<file path="config.mk">
export PLATFORM = sky130hd
export DESIGN_NAME = uart_tx_fifo
export DESIGN_NICKNAME = d
export VERILOG_FILES = /design/src/rtl/uart_tx_fifo.sv
export SDC_FILE = /design/constraint.sdc
export NUM_CORES = 1
export LEC_CHECK = 0
export CORE_MARGIN = 2
export CORE_UTILIZATION = 45
export DETAILED_ROUTE_END_ITERATION = 8
export DONT_BUFFER_PORTS = 1
export PLACE_DENSITY = 0.68
export SYNTH_ARGS = -nofsm -noshare
export SYNTH_HDL_FRONTEND = slang
export SYNTH_SLANG_ARGS = --single-unit
</file>
<file path="constraint.sdc">
create_clock -name clk -period 2.75 [get_ports clk]
set_input_delay 0.1375 -clock clk [delete_from_list [all_inputs] [get_ports clk]]
set_output_delay 0.1375 -clock clk [all_outputs]
set_load 0.05 [all_outputs]
</file>
<file path="src/rtl/uart_tx_fifo.sv">
// Byte FIFO feeding the UART transmitter: queues bytes and issues one
// send_trig/send_data pulse per byte, pacing pops on the tx_bsy handshake.
module uart_tx_fifo #(
  parameter int DEPTH = 16,
  localparam int CW = $clog2(DEPTH + 1)
) (
  input  logic          clk,
  input  logic          rst_n,
  input  logic          wr_en,
  input  logic [7:0]    wr_data,
  input  logic          flush,
  output logic          full,
  output logic          empty,
  output logic [CW-1:0] count,
  output logic          overflow,
  output logic          send_trig,
  output logic [7:0]    send_data,
  input  logic          tx_bsy,
  output logic [1:0]    dbg_state_o
);

  localparam int AW = (DEPTH > 1) ? $clog2(DEPTH) : 1;

  typedef enum logic [1:0] {
    IDLE      = 2'd0,
    TRIG      = 2'd1,
    WAIT_BSY  = 2'd2,
    WAIT_DONE = 2'd3
  } state_e;

  // Handshake: a byte is handed over by a one-cycle send_trig while tx_bsy=0;
  // the transmitter then raises tx_bsy for the frame and drops it when done.
  state_e          state_q;
  logic [7:0]      mem_q [DEPTH];
  logic [AW-1:0]   wr_ptr_q;
  logic [AW-1:0]   rd_ptr_q;
  logic [CW-1:0]   count_q;
  logic [CW-1:0]   count_d;
  logic            overflow_q;
  logic            send_trig_q;
  logic [7:0]      send_data_q;
  logic            wr_ok;
  logic            pop;

  assign full        = (count_q == CW'(DEPTH));
  assign empty       = (count_q == '0);
  assign count       = count_q;
  assign overflow    = overflow_q;
  assign send_trig   = send_trig_q;
  assign send_data   = send_data_q;
  assign dbg_state_o = state_q;

  // full is judged on the registered count, so a same-edge pop never frees a slot
  always_comb begin
    wr_ok   = wr_en && !full && !flush;
    pop     = !flush && !empty && !tx_bsy &&
              ((state_q == IDLE) || (state_q == WAIT_DONE));
    count_d = count_q + CW'(wr_ok) - CW'(pop);
  end

  always_ff @(posedge clk or negedge rst_n) begin
    if (!rst_n) begin
      state_q     <= IDLE;
      wr_ptr_q    <= '0;
      rd_ptr_q    <= '0;
      count_q     <= '0;
      overflow_q  <= 1'b0;
      send_trig_q <= 1'b0;
      send_data_q <= 8'h00;
      for (int i = 0; i < DEPTH; i++) mem_q[i] <= 8'h00;
    end else begin
      overflow_q  <= wr_en && full && !flush;
      send_trig_q <= pop;

      if (wr_ok) begin
        mem_q[wr_ptr_q] <= wr_data;
        wr_ptr_q        <= wr_ptr_q + 1'b1;
      end
      if (pop) begin
        send_data_q <= mem_q[rd_ptr_q];
        rd_ptr_q    <= rd_ptr_q + 1'b1;
      end

      // flush clears only the queue; an already popped byte keeps its FSM path
      if (flush) begin
        wr_ptr_q <= '0;
        rd_ptr_q <= '0;
        count_q  <= '0;
      end else begin
        count_q <= count_d;
      end

      case (state_q)
        IDLE:      if (pop) state_q <= TRIG;
        TRIG:      state_q <= WAIT_BSY;
        WAIT_BSY:  if (tx_bsy) state_q <= WAIT_DONE;
        WAIT_DONE: if (!tx_bsy) state_q <= pop ? TRIG : IDLE;
        default:   state_q <= IDLE;
      endcase
    end
  end

endmodule

</file>
---- Word level (Yosys, flattened, before mapping) ----
Cells that the tools add are included.
cells by class
  add/subtract/negate cells ............... 4
  magnitude comparators ................... 3
  eq/ne operators ......................... 7
  multiplexer cells ....................... 16
  bitwise logic cells ..................... 2
  reductions and logical operators ........ 18
operator list
  kind                   count
  $bwmux W128            1
  $bmux W8 S4            1
  $demux W8 S4           1
  $mux W8                3
  $mux W4                4
  $ge A5 B5 Y1 const B   2
  $not A4 Y5             2
  $add A4 B1 Y4 const B  2
  $logic_and A1 B1 Y1    8
  $pmux W2 S4            1
  $mux W2                3
  $ne A2 B2 Y1 const B   3
  $add A5 B1 Y5          1
  $eq A5 B5 Y1 const B   1
  $logic_not A5 Y1       1
  $lt A5 B1 Y1 const B   1
  $mux W5                1
  $sub A5 B1 Y5          1
  $eq A2 B2 Y1 const B   2
  $logic_not A1 Y1       4
  $reduce_bool A2 Y1     2
  $reduce_and A3 Y1      1
  $eq A2 B1 Y1 const B   1
  $logic_not A2 Y1       1
  other kinds (2)        2
storage, ports and cells
  flip-flop bits (word level) ............. 153
  output and inout bits ................... 19
  logic and storage cells ................. 73

---- Logic depth before layout (Yosys ltp) ----
Gate-level depths: netlist of the first run.
  word-level depth ........................ 8
  mapped depth ............................ 16

---- Worst setup path after synthesis of the first run ----
OpenSTA, ideal clock, no wires.
  kind .................................... register to register
  from .................................... reg count_q[3], in the netlist count[3]
  to ...................................... reg count_q[4], in the netlist count[4]
  arrival time ............................ 3.322 ns
  data required time ...................... 2.662 ns
  slack ................................... -0.660 ns
  stages on the path, launching flop included .. 15
  buffers on the path ..................... 1
  period minus slack after synthesis ...... 3.410 ns
  path through ............................ dfrtp_1 > inv_1 > ha_1 > nor4b_4 > nor2_1 > buf_2 > ha_1 > inv_1 > ha_1 > inv_1 > fa_1 > nor2b_1 > o21bai_1 > nand3_1 > nor3b_1
between the ends
  cells in the longest elaborated chain, start to end .. 7
ends and longest elaborated chain
  element                           RTL line  source
  start: declaration                37        logic [CW-1:0] count_q;
  start signal: assignment          90        count_q <= count_d;
  $logic_not A5 Y1                  46        assign empty = (count_q == '0);
  named net empty                   13        output logic empty,
  $logic_not A1 Y1                  56        pop = !flush && !empty && !tx_bsy &&
  $logic_and A1 B1 Y1 (3 in a row)  56
  named net pop                     43        logic pop;
  $sub A5 B1 Y5                     58        count_d = count_q + CW'(wr_ok) - CW'(pop);
  $mux W5                           85        if (flush) begin
The timed path passes the listed nets, and every way through them passes these cells.
A chain may end at the register's enable or synchronous reset.

---- Worst setup path after layout of the first run ----
  from .................................... reg state_q[0], in the netlist dbg_state_o[0]
  to ...................................... reg count_q[4], in the netlist count[4]
between the ends
  cells in the longest elaborated chain, start to end .. 5
ends and longest elaborated chain
  element                                           RTL line  source
  start: declaration                                33        state_e state_q;
  start signal: assignment                          97        WAIT_DONE: if (!tx_bsy) state_q <= pop ? TRIG : IDLE;
  $eq A2 B2 Y1 or $logic_not A2 Y1 (tied branches)  57        ((state_q == IDLE) || (state_q == WAIT_DONE));
  $logic_or A1 B1 Y1 (*)                            57
  $logic_and A1 B1 Y1 (*)                           56
  $sub A5 B1 Y5 (*)                                 58
  $mux W5 (*)                                       85
Every way passes the cells marked *; elsewhere a longest branch is shown, timed or not.

==> results of run 1 <==
flip-flops by register name, summed over array words and instances, names as in the netlist:
| register | count |
|---|---|
| rd_ptr_q | 4 |
| send_trig | 1 |
| dbg_state_o | 2 |
| mem_q | 128 |
| send_data | 8 |
| overflow | 1 |
| count | 5 |
| wr_ptr_q | 4 |
metal layers:
metal | global-route usage | routed length [um]
met5 | 0 | 0
met2 | 0.3054 | 7551
met1 | 0.2481 | 6592
met4 | 0.05857 | 220
met3 | 0.05093 | 938
where the power goes:
part	switching [mW]	total (mW)	internal [mW]
Combinational	0.975	1.85	0.876
Clock	0.875	2.47	1.59
Sequential	0.469	3.10	2.63
stage by stage:
stage	instance area, um2	hold slack [ps]
2_1_floorplan	7393	-158.1
5_1_grt	8318	-599.9
3_3_place_gp	7584	-152.7
6_report	8318	-585.3
3_5_place_dp	7584	-152.6
4_1_cts	8308	-597.0
worst max-delay path: cells and delay by family, from the launching register on:
family,cells,cell delay [ps]
compound gates,2,300
buf+inv,3,150
flops,1,390
fa+ha+maj,4,910
simple gates,4,720
kinds of logic after synthesis:
kind of cell,after synthesis,share of synthesized area
and+or+nand+nor,64,0.07025
adders and majority gates,16,0.02830
xor gates and xnor gates,8,0.009549
muxes,169,0.3112
DFF,153,0.5217
AOI/OAI and AO/OA,27,0.02523
buffers and inverters,43,0.03376
layout make-up:
class / count / area, um2
fill: 1338 / 7567
sequential: 153 / 3834
multi-input combinational: 284 / 3323
clock buffer: 25 / 485.5
tap: 216 / 270.3
timing repair buffer: 24 / 217.7
clock inverter: 7 / 138.9
inverter: 13 / 48.80
Yosys cell counts, types with 2 or more instances:
library cell,instances
dfrtp_1,153
mux2_4,8
nor2b_1,4
o22ai_1,9
dlygate4sd3_1,6
nand2_1,5
nand4_2,4
a221oi_1,8
ha_1,15
clkbuf_1,6
xor2_1,3
nand3_4,9
a21oi_1,4
mux2i_1,8
buf_2,8
mux2_2,121
inv_1,13
or3_1,2
nor2_1,19
buf_1,4
nor3b_1,3
o21ai_0,3
xnor2_1,5
nand3_1,5
mux4_2,32
nor3_1,2
nand3_2,3
buf_4,4
timing repair:
action                                  CTS  global route
hold endpoints to repair                295           153
endpoints found under the setup margin    0             1
gates resized for setup                   0             2
final timing paths:
path,from,endpoint,depth (start not counted)
setup reg to reg,dbg_state_o[0],count[4],13
setup / recovery,dbg_state_o[0],count[4],13
hold reg to reg,mem_q[13],mem_q[13],1
max in group asynchronous,rst_n,mem_q[123],0
min in group clk,tx_bsy,dbg_state_o[0],4
hold / removal,rst_n,count[3],0
==> results.md, run 1 <==
* DR iter-0 viols at 237
* Drt total wl at 15.30 mm
* Cell Rows at 46
* Drt wl/cell at 21.20 um
* Violated checks: hold timing
* Critical Path Fanout Max at 4
* Cell Pwr Density at 891.7 mW/mm2
* Total grt overflow at 0
* Cell accounting for the most synthesized area: dfrtp_1
* Layout Cells excl Fill at 722
* Pre-Repair DR Iteration Count at 4
* Hold_buf cts at 10
* NumNets Final at 522
* Slew @ Worst Pin at between 700 and 800 ps
* Core Area at between 0.015 and 0.02 mm2
* Largest net degree at the start of global routing at between 150 and 200
* Initial Utilization at 0.4620
* Post-CTS setup buffer count at 0
* Dpl cells at 680
* Max-Cap Viols at 0
* Final Power at about 7.4 mW
* Seq cells post-synth at 153
* Most frequent cells in the layout: dfrtp_1, mux2_2, mux4_2, nor2_1, clkbuf_16
* Max-slew violation total from the final report at 0
* Post-synth ARST share at 1.000
* Hold WS at -585.3 ps
* Most common cell after layout, fill and taps aside: dfrtp_1
* CP max-delay cell: dfrtp_2
* WP data arrival at a little under 3000 ps
* Synthesized area per cell at between 15 and 20 um2
* CTS H-Tree Depth at 4
* Latest clock arrival within the worst-skew pair at approximately 420 ps
* Worst EP required at about 3000 ps
* Ys flop type: dfrtp_1
* First-pass GRT wire length at 24.68 mm
* Area of the mapped netlist at about 0.0073 mm2
* # diodes at 0
* Post-DRT Antenna Nets at 0
* Setup TNS at 0 ps
* Status: finished with violations
* Pre-CTS setup slack at 65.28 ps
* F_max at about 0.38 GHz
* IO Port Bufs at 0
* Clock slew at reported path FFs at 60 ps
* Vias/cell at 5.706
* VDD IR max at 547.2 uV
* Hold Crit Class: in -> async
* Syn Inst Count at 480
* Dpl hpwl at 9.461 mm
* Die height at 131.7 um
* Critical path cell sequence: inv_1, ha_1, or3_4, nor2_4, ha_4, inv_2, ha_4, inv_2, fa_2, nor2b_1, o21bai_1, a21oi_1, nor3b_2
* Netlist cell types at 42
* Seq/Total Area, Yosys at 0.5217
* Die Width at 131.7 um
* TritonCTS clock tree: built
* Final min period at 2609 ps
* Yosys top cell area share at 0.5217
* CTS Buf Count at 17
* Final Skew at 7.213 ps
* Final Hold Fails at 153
* Post-route clock period utilization at 0.9489
* RSZ-0062 raised after global routing: false
* YS warnings at 0
* Slew HR at 0.5014
* Syn Nets at ~510
* Remaining DRCs at 0
* Clock sinks at 153
* Vias in the first global route at 4364
* IO Pins at 32
* Root Driver: clkbuf_16
* Crit start category: flip-flop
* Fin util at 0.5236
* GRT Total Usage at 0.1880
* Synth top area cells: dfrtp_1, mux2_2, mux4_2
* Slowest stage delay, CP at a little under 400 ps
* R2r setup slk at 140 ps
* Via count at 4120
* Kind of critical path: reg -> reg
* Share of layout cells above drive strength 1 at 0.4684
* # setup viols final at 0
* Initial antenna violation count at 0
* Final worst-path setup slack at 140.6 ps
* Clock tree buffer depth at 2
* Worst setup EP type: flip-flop
* Routability cong. at slightly below 0.8
* Layout area overhead at 13.35%
* Leak Pwr at 3.819 nW
* Full die area at between 0.015 and 0.02 mm2
* Number of synthesized flops with an enable pin at 0
No activity file was read; power rests on OpenSTA's default activity.
==> run 2, diff against run 1 <==
--- a/config.mk
+++ b/config.mk
@@ -5,11 +5,13 @@
 export SDC_FILE = /design/constraint.sdc
 export NUM_CORES = 1
 export LEC_CHECK = 0
+export CELL_PAD_IN_SITES_DETAIL_PLACEMENT = 0
+export CELL_PAD_IN_SITES_GLOBAL_PLACEMENT = 1
 export CORE_MARGIN = 2
 export CORE_UTILIZATION = 45
 export DETAILED_ROUTE_END_ITERATION = 8
 export DONT_BUFFER_PORTS = 1
-export PLACE_DENSITY = 0.68
+export PLACE_DENSITY = 0.77
 export SYNTH_ARGS = -nofsm -noshare
 export SYNTH_HDL_FRONTEND = slang
 export SYNTH_SLANG_ARGS = --single-unit
==> results.md, run 2 (synthesis gave the netlist of run 1 again) <==
* Status: finished with violations
* Violated checks: hold timing
* CTS Buf Count at 17 (unchanged)
* Final Hold Fails at 153 (unchanged)
* Drt total wl at 15.02 mm (-1.9%)
* Most frequent cells in the layout: dfrtp_1, mux2_2, mux4_2, nor2_1, clkbuf_16
* Met1 wire length at 6.449 mm (-2.2%)
* Post-DRT Antenna Nets at 0 (unchanged)
* Critical Path Fanout Max at 4 (unchanged)
* Multi-input gate area at 0.003329 mm2 (+0.19%)
* Kind of critical path: reg -> reg
* Met3 WL at 882 um (-6.0%)
* IO Port Bufs at 0 (unchanged)
* R2r setup slk at 150 ps (about the same)
* Fill cell count at 1323 (-1.1%)
* DR iter-0 viols at 262 (+11%)
* Drt wl/cell at 20.77 um (-2.0%)
* # diodes at 0 (unchanged)
* Register Area at 0.003834 mm2 (unchanged)
* Worst EP required at 3030 ps (about the same)
* CP max-delay cell: dfrtp_2
* Most flops, register: mem_q
* Total grt overflow at 0 (unchanged)
* Final Power at 7.288 mW (-1.7%)
* GRT Total Usage at 0.1857 (-0.002279)
* Share of layout cells above drive strength 1 at 0.4832 (+0.01486)
* Die height at 131.7 um (unchanged)
* Clock sinks at 153 (unchanged)
* Latest clock arrival within the worst-skew pair at 430 ps (about the same)
* Critical path cell sequence: inv_1, ha_1, or3_4, nor2_4, ha_4, inv_2, ha_4, inv_2, fa_2, nor2b_2, o21bai_1, a21oi_2, nor3b_2
* Leak Pwr at 3.805 nW (-0.36%)
* Hold_buf cts at 10 (unchanged)
* Clock slew at reported path FFs at 60 ps (about the same)
* Slew HR at 0.5016 (about the same)
* Largest net degree at the start of global routing at 154 (unchanged)
* Post-CTS setup buffer count at 0 (unchanged)
* Clock tree buffer depth at 2 (unchanged)
* Number of flip-flops under the largest register name at 128 (unchanged)
* Final Skew at 11.60 ps (+4.388 ps)
* Setup TNS at 0 ps (unchanged)
* Initial antenna violation count at 0 (unchanged)
* Slew @ Worst Pin at 746.0 ps (-0.3582 ps)
* Top Family by Delay on Critical Path: adder cells
* Cell Rows at 46 (unchanged)
* Worst setup EP type: flip-flop
* Layout area overhead at 13.08%
* VDD IR max at 640.2 uV (+17%)
* TritonCTS clock tree: built
* WP data arrival at 2880 ps (about the same)
* # setup viols final at 0 (unchanged)
* Dpl hpwl at 9.367 mm (-0.99%)
* F_max at 0.3852 GHz (+0.52%)
* Core Area at 0.01589 mm2 (unchanged)
* Cell Pwr Density at 878.3 mW/mm2 (-1.5%)
* Max-Cap Viols at 0 (unchanged)
* Remaining DRCs at 0 (unchanged)
* Full die area at 0.01734 mm2 (unchanged)
* Highest Signal Layer: met4
* Pre-CTS setup slack at 70.91 ps (+5.632 ps)
* CTS H-Tree Depth at 4 (unchanged)
* Vias in the first global route at 4185 (-4.1%)
* IO Pins at 32 (unchanged)
* Initial Utilization at 0.4620 (unchanged)
* Hold WS at -581.3 ps (+4.012 ps)
* Crit start category: flip-flop
* Final min period at 2596 ps (-13.49 ps)
* Slowest stage delay, CP at 400 ps (about the same)
* Max-slew violation total from the final report at 0 (unchanged)
* NumNets Final at 523 (+0.19%)
* First-pass GRT wire length at 24.23 mm (-1.8%)
* Vias/cell at 5.589 (-2.1%)
* Most common cell after layout, fill and taps aside: dfrtp_1
* Post-route clock period utilization at 0.9440 (-0.004904)
* Die Width at 131.7 um (unchanged)
* Final worst-path setup slack at 154.1 ps (+13.49 ps)
* Via count at 4041 (-1.9%)
* Routability cong. at 0.7475 (-6.0%)
* Pre-Repair DR Iteration Count at 4 (unchanged)
* Bufs and invs on worst path at 3 (unchanged)
* Met2 wire length at 7.428 mm (-1.6%)
* Root Driver: clkbuf_16
* Hold Crit Class: in -> async
-- run 2: worst register-to-register path, cell delays in order, from the launching register on --
cell and delay, ps:
dfrtp_2 400, inv_1 80, ha_1 240, or3_4 370
nor2_4 120, ha_4 210, inv_2 60, ha_4 120
inv_2 40, fa_2 350, nor2b_2 130, o21bai_1 110
a21oi_2 160, nor3b_2 60
-- run 2: path summary, 6_finish.rpt --
| path | start | to | cells after the start |
|---|---|---|---|
| min in group clk | tx_bsy | rd_ptr_q[3] | 4 |
| worst min register to register | mem_q[14] | mem_q[14] | 1 |
| worst max register to register | dbg_state_o[0] | count[4] | 13 |
| max in group asynchronous | rst_n | dbg_state_o[0] | 0 |
| worst min-delay path | rst_n | overflow | 0 |
| worst max-delay path | dbg_state_o[0] | count[4] | 13 |
-- run 2: stage by stage --
| stage | cells | cell area [um2] | util | hold WS (ps) |
|---|---|---|---|---|
| 2_1_floorplan | 480 | 7393 | - | -158.1 |
| 3_3_place_gp | 681 | 7591 | 0.4779 | -148.2 |
| 3_5_place_dp | 681 | 7591 | 0.4779 | -147.4 |
| 4_1_cts | 723 | 8282 | 0.5213 | -609.5 |
| 5_1_grt | 723 | 8298 | 0.5224 | -616.9 |
| 6_report | 723 | 8298 | 0.5224 | -581.3 |
-- run 2: what timing repair did --
action	in CTS	in global routing
gates resized for setup	0	5
endpoints found under the setup margin	0	1
hold endpoints to repair	295	153
-- run 2: cell type report --
type / instances / share of cell area
well taps: 216 / 0.03257
clock inverters: 11 / 0.01448
multi-input cells: 284 / 0.4012
flip-flops and latches: 153 / 0.4620
repair buffers: 25 / 0.02714
inverters: 13 / 0.005881
clock buffers: 21 / 0.05669
-- run 2: where the power goes --
| part | switching (mW) | internal [mW] | total, mW |
|---|---|---|---|
| Clock | 0.913 | 1.40 | 2.32 |
| Sequential | 0.484 | 2.63 | 3.11 |
| Combinational | 0.965 | 0.894 | 1.86 |
-- run 2: per-layer routing --
layer	vias up	global-route usage
li1	1812	-
met1	2109	0.2506
met2	99	0.2944
met3	21	0.04861
met4	0	0.06280
met5	-	0
==> run 3, diff against run 2 <==
--- a/config.mk
+++ b/config.mk
@@ -11,7 +11,7 @@
 export CORE_UTILIZATION = 45
 export DETAILED_ROUTE_END_ITERATION = 8
 export DONT_BUFFER_PORTS = 1
-export PLACE_DENSITY = 0.77
+export PLACE_DENSITY = 0.74
 export SYNTH_ARGS = -nofsm -noshare
 export SYNTH_HDL_FRONTEND = slang
 export SYNTH_SLANG_ARGS = --single-unit
==> constraint.sdc (replaced) <==
create_clock -name clk -period 2.61 [get_ports clk]
set_input_delay 0.1305 -clock clk [delete_from_list [all_inputs] [get_ports clk]]
set_output_delay 0.1305 -clock clk [all_outputs]
set_load 0.05 [all_outputs]
==> results.md, run 3 (synthesis gave the netlist of run 1 again) <==
* Worst EP required at 2920 ps (-110 ps)
* Max-slew violation total from the final report at 0 (unchanged)
* Final Skew at 14.16 ps (+2.559 ps)
* Register Area at 0.003834 mm2 (unchanged)
* DR iter-0 viols at 229 (-13%)
* GRT Total Usage at 0.1935 (+0.007794)
* CTS Buf Count at 17 (unchanged)
* Cell Pwr Density at 930.1 mW/mm2 (+5.9%)
* Slew @ Worst Pin at 723.9 ps (-22.17 ps)
* Critical Path Fanout Max at 2 (-2)
* Post-CTS setup buffer count at 0 (unchanged)
* Leak Pwr at 3.875 nW (+1.8%)
* Routability cong. at 0.7393 (-1.1%)
* Core Area at 0.01589 mm2 (unchanged)
* Violated checks: hold timing
* RR Startpoint: dbg_state_o[0]
* Kind of critical path: reg -> reg
* First-pass GRT wire length at 25.31 mm (+4.4%)
* Full die area at 0.01734 mm2 (unchanged)
* Die height at 131.7 um (unchanged)
* Max-Cap Viols at 0 (unchanged)
* Clock slew at reported path FFs at 60 ps (about the same)
* Dpl cells at 682 (+0.15%)
* F_max at 0.3933 GHz (+2.1%)
* Most common cell after layout, fill and taps aside: dfrtp_1
* Clock tree buffer depth at 2 (unchanged)
* Root Driver: clkbuf_16
* Worst setup EP type: flip-flop
* Total grt overflow at 0 (unchanged)
* Post-DRT Antenna Nets at 0 (unchanged)
* Layout area overhead at 14.77%
* Placement Cell Area at 0.007611 mm2 (+0.26%)
* Slew HR at 0.5164 (+0.01481)
* Most frequent cells in the layout: dfrtp_1, mux2_2, mux4_2, nor2_1, dlygate4sd3_1
* Initial Utilization at 0.4620 (unchanged)
* Final Hold Fails at 153 (unchanged)
* R2r endpoint: count[4]
* Pre-Repair DR Iteration Count at 5 (+1)
* R2r setup slk at 70 ps (-90 ps)
* VDD IR max at 509.4 uV (-20%)
* RSZ-0062 raised after global routing: true
* IO Port Bufs at 0 (unchanged)
* Fill cell count at 1352 (+2.2%)
* WP data arrival at 2850 ps (-30 ps)
* Slowest stage delay, CP at 410 ps (about the same)
* Final Power at 7.833 mW (+7.5%)
* Drt wl/cell at 21.03 um (+1.2%)
* IO Pins at 32 (unchanged)
* Final Instance Area at 0.008422 mm2 (+1.5%)
* Critical path cell sequence: inv_2, ha_4, or3_4, nor2_4, ha_4, inv_2, ha_4, inv_2, fa_2, nor2b_2, o21bai_1, a21oi_1, nor3b_2
* Post-route clock period utilization at 0.9743 (+0.03029)
* Final min period at 2543 ps (-53.09 ps)
* Most flops, register: mem_q
* CP max-delay cell: dfrtp_2
* Layout Cells excl Fill at 732 (+1.2%)
* Hold Crit Class: in -> async
* Hold_buf cts at 18 (+8)
* # setup viols final at 0 (unchanged)
* Cell Rows at 46 (unchanged)
* Share of layout cells above drive strength 1 at 0.4806 (-0.002615)
* NumNets Final at 532 (+1.7%)
* # diodes at 0 (unchanged)
* Critical Path Source: dbg_state_o[0]
* Setup TNS at 0 ps (unchanged)
* Number of flip-flops under the largest register name at 128 (unchanged)
* Die Width at 131.7 um (unchanged)
* CTS H-Tree Depth at 4 (unchanged)
* Latest clock arrival within the worst-skew pair at 440 ps (about the same)
* Initial antenna violation count at 0 (unchanged)
* Vias in the first global route at 4468 (+6.8%)
* Drt total wl at 15.39 mm (+2.5%)
* Dpl hpwl at 9.575 mm (+2.2%)
* Status: finished with violations
* Hold WS at -602.6 ps (-21.31 ps)
* Vias/cell at 5.536 (-0.96%)
* Reg2Reg Depth at 13 (unchanged)
* Via count at 4052 (+0.27%)
* Critical Path End: count[4]
* Largest net degree at the start of global routing at 154 (unchanged)
* Multi-input gate area at 0.003338 mm2 (+0.26%)
* Crit start category: flip-flop
* Clock sinks at 153 (unchanged)
* Remaining DRCs at 0 (unchanged)
* TritonCTS clock tree: built
## run 3: changes by cell type in the layout (fill, tap and decap cells not counted), moves of 2 or more
cell and delta:
clkinvlp_4 -2, clkinv_2 -2, dlygate4sd3_1 +8, inv_6 +2, clkinv_4 +3
## run 3: routing by layer
| metal | vias up | share of wire | track usage |
|---|---|---|---|
| met2 | 71 | 0.51 | 0.3185 |
| met1 | 2141 | 0.44 | 0.2488 |
| met5 | - | 0 | 0 |
| met3 | 13 | 0.041 | 0.04938 |
| li1 | 1827 | - | - |
| met4 | 0 | 0.015 | 0.07186 |
## run 3: layout make-up
cell class,count,share of cell area
Clock buffer,20,0.05542
Clock inverter,12,0.01649
Inverter,13,0.005794
Multi-Input combinational cell,284,0.3964
Sequential cell,153,0.4552
Tap cell,216,0.03209
Timing Repair Buffer,34,0.03863
## run 3: worst min-delay path by stage
stage / slack, ps / startpoint / cells after the start / to
global placement: -160 / rst_n / 0 / overflow
floorplan: -170 / rst_n / 0 / count[0]
CTS: -620 / rst_n / 0 / mem_q[24]
global route: -620 / rst_n / 0 / overflow
finish: -600 / rst_n / 0 / dbg_state_o[1]
detailed placement: -160 / rst_n / 0 / overflow
## run 3: stage by stage
stage                       util  worst slack [ps]
after floorplan                -            -509.9
after global placement    0.4791             44.31
after detailed placement  0.4791            -3.860
after CTS                 0.5286             1.851
after global routing      0.5302            -79.17
final                     0.5302             67.17
## run 3: report_power, final
part / switching (mW) / internal, mW / total [mW]
logic: 1.06 / 0.980 / 2.04
clock network: 1.02 / 1.49 / 2.51
registers: 0.514 / 2.77 / 3.28
## run 3: what timing repair did
action	4_1_cts	5_1_grt
pin swaps	1	3
hold endpoints to repair	295	153
resized for setup	0	6
setup endpoints to repair	1	1
## run 3: critical path, delay by kind of cell (launching register included)
kind	cells	cell delay [ps]
fa+ha+maj	4	880
simple gates	4	690
flops	1	410
buf+inv	3	180
compound gates	2	270
